<file path="src/rtl/aes_cbc_sched.sv">
// Block-mode scheduler between a 128-bit streaming interface and an AES core.
// Drives key expansion and per-block start through the core handshake, applies ECB or CBC
// chaining in either direction and holds one finished block behind a valid/ready port.
// A cycle counter guards KEYEXP and WAIT against a core that never answers.
module aes_cbc_sched #(
    parameter int unsigned TIMEOUT_CYC = 255
) (
    input  logic         clk,
    input  logic         rst_n,

    // Configuration
    input  logic         cfg_key_load,
    input  logic [255:0] cfg_key,
    input  logic         cfg_keylen,
    input  logic         cfg_mode,
    input  logic         cfg_encdec,
    input  logic         cfg_iv_load,
    input  logic [127:0] cfg_iv,

    // Status
    output logic         key_ready,
    output logic         busy,
    output logic         err,

    // Input block stream
    input  logic         s_valid,
    output logic         s_ready,
    input  logic [127:0] s_data,
    input  logic         s_last,

    // Output block stream
    output logic         m_valid,
    input  logic         m_ready,
    output logic [127:0] m_data,
    output logic         m_last,

    // AES core side
    output logic         core_init,
    output logic         core_next,
    output logic         core_encdec,
    output logic         core_keylen,
    output logic [255:0] core_key,
    output logic [127:0] core_block,
    input  logic         core_ready,
    input  logic         core_result_valid,
    input  logic [127:0] core_result
);

    typedef enum logic [2:0] {
        StIdle,
        StKeyexp,
        StReady,
        StStart,
        StWait,
        StOut
    } state_e;

    // The counter sits at TIMEOUT_CYC-1 in the last cycle before err is raised, so err
    // becomes visible exactly TIMEOUT_CYC cycles after KEYEXP/WAIT entry.
    localparam logic [7:0] TimeoutLast = 8'(TIMEOUT_CYC - 32'd1);

    state_e       state_q;
    logic         mode_q;       // 0 = ECB, 1 = CBC
    logic [127:0] iv_q;
    logic [127:0] chain_q;      // previous ciphertext (or IV) used for CBC chaining
    logic [127:0] save_in_q;    // raw input block, becomes the chain value in CBC decrypt
    logic         last_q;
    logic [7:0]   cnt_q;

    logic cfg_open;
    logic key_go;
    logic iv_go;
    logic s_fire;
    logic timeout;

    assign cfg_open = (state_q == StIdle) || (state_q == StReady);
    assign key_go   = cfg_open && cfg_key_load;
    assign iv_go    = cfg_open && cfg_iv_load;
    assign timeout  = (cnt_q == TimeoutLast);

    // A key load in READY takes the cycle, so no block is offered a handshake it would lose.
    assign s_ready  = (state_q == StReady) && !cfg_key_load;
    assign s_fire   = s_valid && s_ready;

    assign m_valid  = (state_q == StOut);
    assign busy     = (state_q == StKeyexp) || (state_q == StStart) ||
                      (state_q == StWait)   || (state_q == StOut);

    // Scheduler FSM together with all datapath registers and registered core/stream outputs.
    always_ff @(posedge clk or negedge rst_n) begin
        if (!rst_n) begin
            state_q     <= StIdle;
            mode_q      <= 1'b0;
            iv_q        <= '0;
            chain_q     <= '0;
            save_in_q   <= '0;
            last_q      <= 1'b0;
            cnt_q       <= '0;
            key_ready   <= 1'b0;
            err         <= 1'b0;
            m_data      <= '0;
            m_last      <= 1'b0;
            core_init   <= 1'b0;
            core_next   <= 1'b0;
            core_encdec <= 1'b0;
            core_keylen <= 1'b0;
            core_key    <= '0;
            core_block  <= '0;
        end else begin
            core_init <= 1'b0;
            core_next <= 1'b0;

            if (iv_go) begin
                iv_q <= cfg_iv;
            end

            unique case (state_q)
                StIdle, StReady: begin
                    if (key_go) begin
                        core_key    <= cfg_key;
                        core_keylen <= cfg_keylen;
                        core_encdec <= cfg_encdec;
                        mode_q      <= cfg_mode;
                        // A same-cycle IV load is the newer value.
                        chain_q     <= iv_go ? cfg_iv : iv_q;
                        err         <= 1'b0;
                        key_ready   <= 1'b0;
                        core_init   <= 1'b1;
                        cnt_q       <= '0;
                        state_q     <= StKeyexp;
                    end else begin
                        if (iv_go) begin
                            chain_q <= cfg_iv;
                        end
                        if (s_fire) begin
                            core_block <= (mode_q && core_encdec) ? (s_data ^ chain_q) : s_data;
                            save_in_q  <= s_data;
                            last_q     <= s_last;
                            // core_next is high for the single START cycle.
                            core_next  <= 1'b1;
                            state_q    <= StStart;
                        end
                    end
                end

                StKeyexp: begin
                    cnt_q <= cnt_q + 8'd1;
                    if (core_ready) begin
                        key_ready <= 1'b1;
                        state_q   <= StReady;
                    end else if (timeout) begin
                        err       <= 1'b1;
                        key_ready <= 1'b0;
                        state_q   <= StIdle;
                    end
                end

                StStart: begin
                    cnt_q   <= '0;
                    state_q <= StWait;
                end

                StWait: begin
                    cnt_q <= cnt_q + 8'd1;
                    if (core_result_valid) begin
                        m_last  <= last_q;
                        state_q <= StOut;
                        if (mode_q && !core_encdec) begin
                            m_data  <= core_result ^ chain_q;
                            chain_q <= save_in_q;
                        end else begin
                            m_data <= core_result;
                            if (mode_q) begin
                                chain_q <= core_result;
                            end
                        end
                    end else if (timeout) begin
                        // The in-flight block is abandoned; a fresh key load is required.
                        err       <= 1'b1;
                        key_ready <= 1'b0;
                        state_q   <= StIdle;
                    end
                end

                StOut: begin
                    if (m_ready) begin
                        state_q <= StReady;
                        if (m_last) begin
                            chain_q <= iv_q;
                        end
                    end
                end

                default: begin
                    state_q <= StIdle;
                end
            endcase
        end
    end

endmodule

</file>
<file path="config.mk">
export PLATFORM = sky130hd
export DESIGN_NAME = aes_cbc_sched
export DESIGN_NICKNAME = d
export VERILOG_FILES = /design/src/rtl/aes_cbc_sched.sv
export SDC_FILE = /design/constraint.sdc
export NUM_CORES = 2
export LEC_CHECK = 0
export CAP_MARGIN = 30
export CORE_AREA = 10 10 448 450
export DETAILED_ROUTE_END_ITERATION = 10
export DIE_AREA = 0 0 458 460
export SYNTH_ARGS = -nofsm -noshare
export SYNTH_HDL_FRONTEND = slang
export SYNTH_SLANG_ARGS = --single-unit
export TNS_END_PERCENT = 50
</file>
<file path="constraint.sdc">
create_clock -name clk -period 2.97 [get_ports clk]
set_input_delay 0.297 -clock clk [delete_from_list [all_inputs] [get_ports clk]]
set_output_delay 0.297 -clock clk [all_outputs]
set_load 0.01 [all_outputs]
</file>
==> impl_results.md <==
- Dpl ws: 0.412 ns
- EDFF count, synth: 0
- Commonest non-fill, non-tap cell in the layout: nand2_1
- Max Cap Viol: 0
- WL/cell: around 25 um
- Largest cells by area after synthesis: dfrtp_1 (56%), nand2_1 (14%), mux2_2 (7.1%), xor2_1 (5.5%), o2bb2ai_1 (2.8%)
- Avg Inst Size Synth: 9.88 sq um
- WS Path Type: reg2out
- Die ar.: roughly 210,000 sq um
- Most frequent cells in the layout: nand2_1 (1,556), clkdlybuf4s50_1 (1,170), dfrtp_1 (916)
- Hold Path End: core_key[41]$_DFFE_PN0P_
- Core area: between 150,000 and 200,000 sq um
- CTS tree: built
- Worst hold path startpoint: cfg_key[41]
- Largest net degree at the start of global routing: 119
- Crit path max fanout: 13
- Data arrival, critical path: 2.47 ns
- Synth Flop Type: dfrtp_1
- Die Wd: 458 um
- Crit. End Element: output pin
- CTS max path bufs: 3
- Vias in the first global route: 36,600
- Share of layout cells above drive strength 1: roughly a tenth
- Port Buffers: 1,173
- Status: finished clean
- Maximum vdd drop: 0.537 mV
- IO Count: approximately 1,200
- Clock Skews: between 0.05 and 0.06 ns
- Unrepaired setup endpoints after global routing: false
- Total power draw: 65.4 mW
- Row count: ~160
- Ys Warns: 0
- Cells on worst reg2reg path: 6
- Vias/cell: 4.46
- H-tree depth: 3
- Tmin final: approximately 2.8 ns
- Synth top area share: about 56%
- Max Freq: 361 MHz
- Post-synth cell types: between 40 and 50
- Clk sinks: about 920
- Initial antenna violation count: 54
- Setup crit start kind: register
- Slew @ Worst Pin: 0.861 ns
- PD cells: 1090 nW/um^2
- Setup tns final: 0 ns
- Die Ht: 460 um
- Seq/Total Area, Yosys: between 50% and 60%
- PnR worst setup slack: 0.201 ns
- #FFs+latches synth: 916
- Num CTS Buffers: roughly 110
- Finished Core Util: 31.4%
- Overall Global Routing Usage: between 10% and 20%
- Initial core utilization: 21.3%
- Nets@finish: 5,967
- Syn Nets: 4,780
- Cell accounting for the most synthesized area: dfrtp_1
- Mapped Cells: roughly 4,100
- GPL Wtd Cong: about 0.92
- Post-DP HPWL: 151,000 um
- Final period util: roughly 93%
- WP data required: roughly 2.7 ns
- Endpoints failing hold: 0
- Number of remaining DRC errors: 0
- Crit-path cells: buf_4 -> nand2b_2 -> nor2_1 -> clkdlybuf4s50_1
- Layout area overhead: 47.4%
- Antenna Nets Post-Route: 0
- Hold WC Path Type: in2reg
- TritonRoute pass-1 iters: 6
- Vias: 35,500
- Number of setup violations in the final report: 0
- Final max-slew violation count: 0
- Ys async rst share: 100%
- Crit Reg-Reg Startpoint: state_q[0]$_DFFE_PN0P_
- Hold path cells: 3
- Reg clk slew, reported paths: ~0.060 ns
- Initial detailed-routing violation count: 2,588
- Worst slew margin: 42.6%
- Leakage power: 25.6 nW
- CP max stage cell: clkdlybuf4s50_1
- FF-to-FF setup slack: 0.63 ns
- Final WL: 197,000 um
- Clock tree root driver cell: clkbuf_16
- First-pass GRT wire length: between 200,000 and 300,000 um
- Remaining global-route overflow: 0
- CP max stage delay: about 0.69 ns
- Clock latency at the later pin of the worst-skew pair: 0.77 ns
- Netlist area before placement: 40,800 sq um
- R2r endpoint: m_data[89]$_DFFE_PN0P_
critical path, delay by kind of cell, from the launching register on:
family	cells	cell delay, ns
flip-flops	1	0.45
buffers and inverters	2	0.91
AND/OR/NAND/NOR	2	0.39
kinds of logic (layout without fill, tap and decap cells):
family | count (synthesis) | in the layout | share of synthesized area (%)
other | 0 | 34 | 0
AO/OA/AOI/OAI | 674 | 674 | 10.8
adder cells (fa/ha/maj) | 2 | 2 | 0.0614
flip-flops | 916 | 916 | 56.2
buffers and inverters | 298 | 1571 | 4.16
AND/OR/NAND/NOR | 1721 | 1721 | 16.1
multiplexers | 257 | 257 | 7.10
XOR/XNOR | 258 | 258 | 5.54
synth_stat cells, types with 16 or more instances:
cell and count:
o21ai_0 137, dfrtp_1 916, xor2_1 257, o211ai_1 129, buf_4 16, buf_2 136, buf_1 25, clkbuf_1 67
o22ai_1 130, buf_6 46, mux2_2 257, nor2_1 134, a21oi_1 134, nand2_1 1558, o2bb2ai_1 128
worst max path at each step:
stage                     slack (ns)                      end  depth (start not counted)              startpoint
after CTS                       0.04                     busy                          5  state_q[1]$_DFFE_PN0P_
after detailed placement        0.41  chain_q[66]$_DFFE_PN0P_                          6             cfg_iv_load
after global routing            0.05                  m_valid                          4  state_q[1]$_DFFE_PN0P_
after global placement          0.28  chain_q[72]$_DFFE_PN0P_                          6            cfg_key_load
after floorplan                 1.23  chain_q[10]$_DFFE_PN0P_                          7  state_q[2]$_DFFE_PN0P_
final                           0.20                  m_valid                          4  state_q[1]$_DFFE_PN0P_
power breakdown:
group	switching [mW]	total [mW]	leakage, nW	internal, mW
Combinational	15.5	28.7	12.6	13.2
Sequential	4.22	22.8	11.2	18.6
Clock	5.79	13.9	1.81	8.15
Total	25.5	65.4	25.6	39.9
timing repair:
action / CTS / global route
endpoints found under the setup margin: 2 / 1
endpoints found under the hold margin: 209 / 0
buffers inserted: 0 / 0
hold buffers: 77 / 0
resized for setup: 4 / 2
final cells by class:
class	count	area, sq um
clock buffers	156	3060
clock inverters	39	641
well taps	2526	3160
fillers	19800	131000
multi-input cells	2912	16200
inverters	8	40.0
repair buffers	1368	13900
diodes	34	85.1
flip-flops and latches	916	22900
stage by stage:
step / hold slack, ns / std cells / area (sq um)
final: 0.103 / 7959 / 60100
after global placement: 0.339 / 7652 / 55500
after CTS: 0.0000399 / 7925 / 60000
after global routing: 0.0414 / 7952 / 60100
after detailed placement: 0.347 / 7653 / 55500
after floorplan: 0.00141 / 4126 / 40800
routing by layer:
metal | vias up | GRT usage, % | part of all wire, %
met1 | 17600 | 20.0 | 38
met4 | 30 | 8.48 | 4.7
met5 | - | 0 | 0.11
li1 | 16100 | - | -
met3 | 301 | 4.52 | 7.0
met2 | 1430 | 31.3 | 50
registers in the layout, indices dropped and copies added, names as in the netlist, 3 cells and up:
name / count
save_in_q: 128
core_block: 128
chain_q: 128
state_q: 3
m_data: 128
iv_q: 128
core_key: 256
cnt_q: 8
Power figures use the tool's default switching activity.
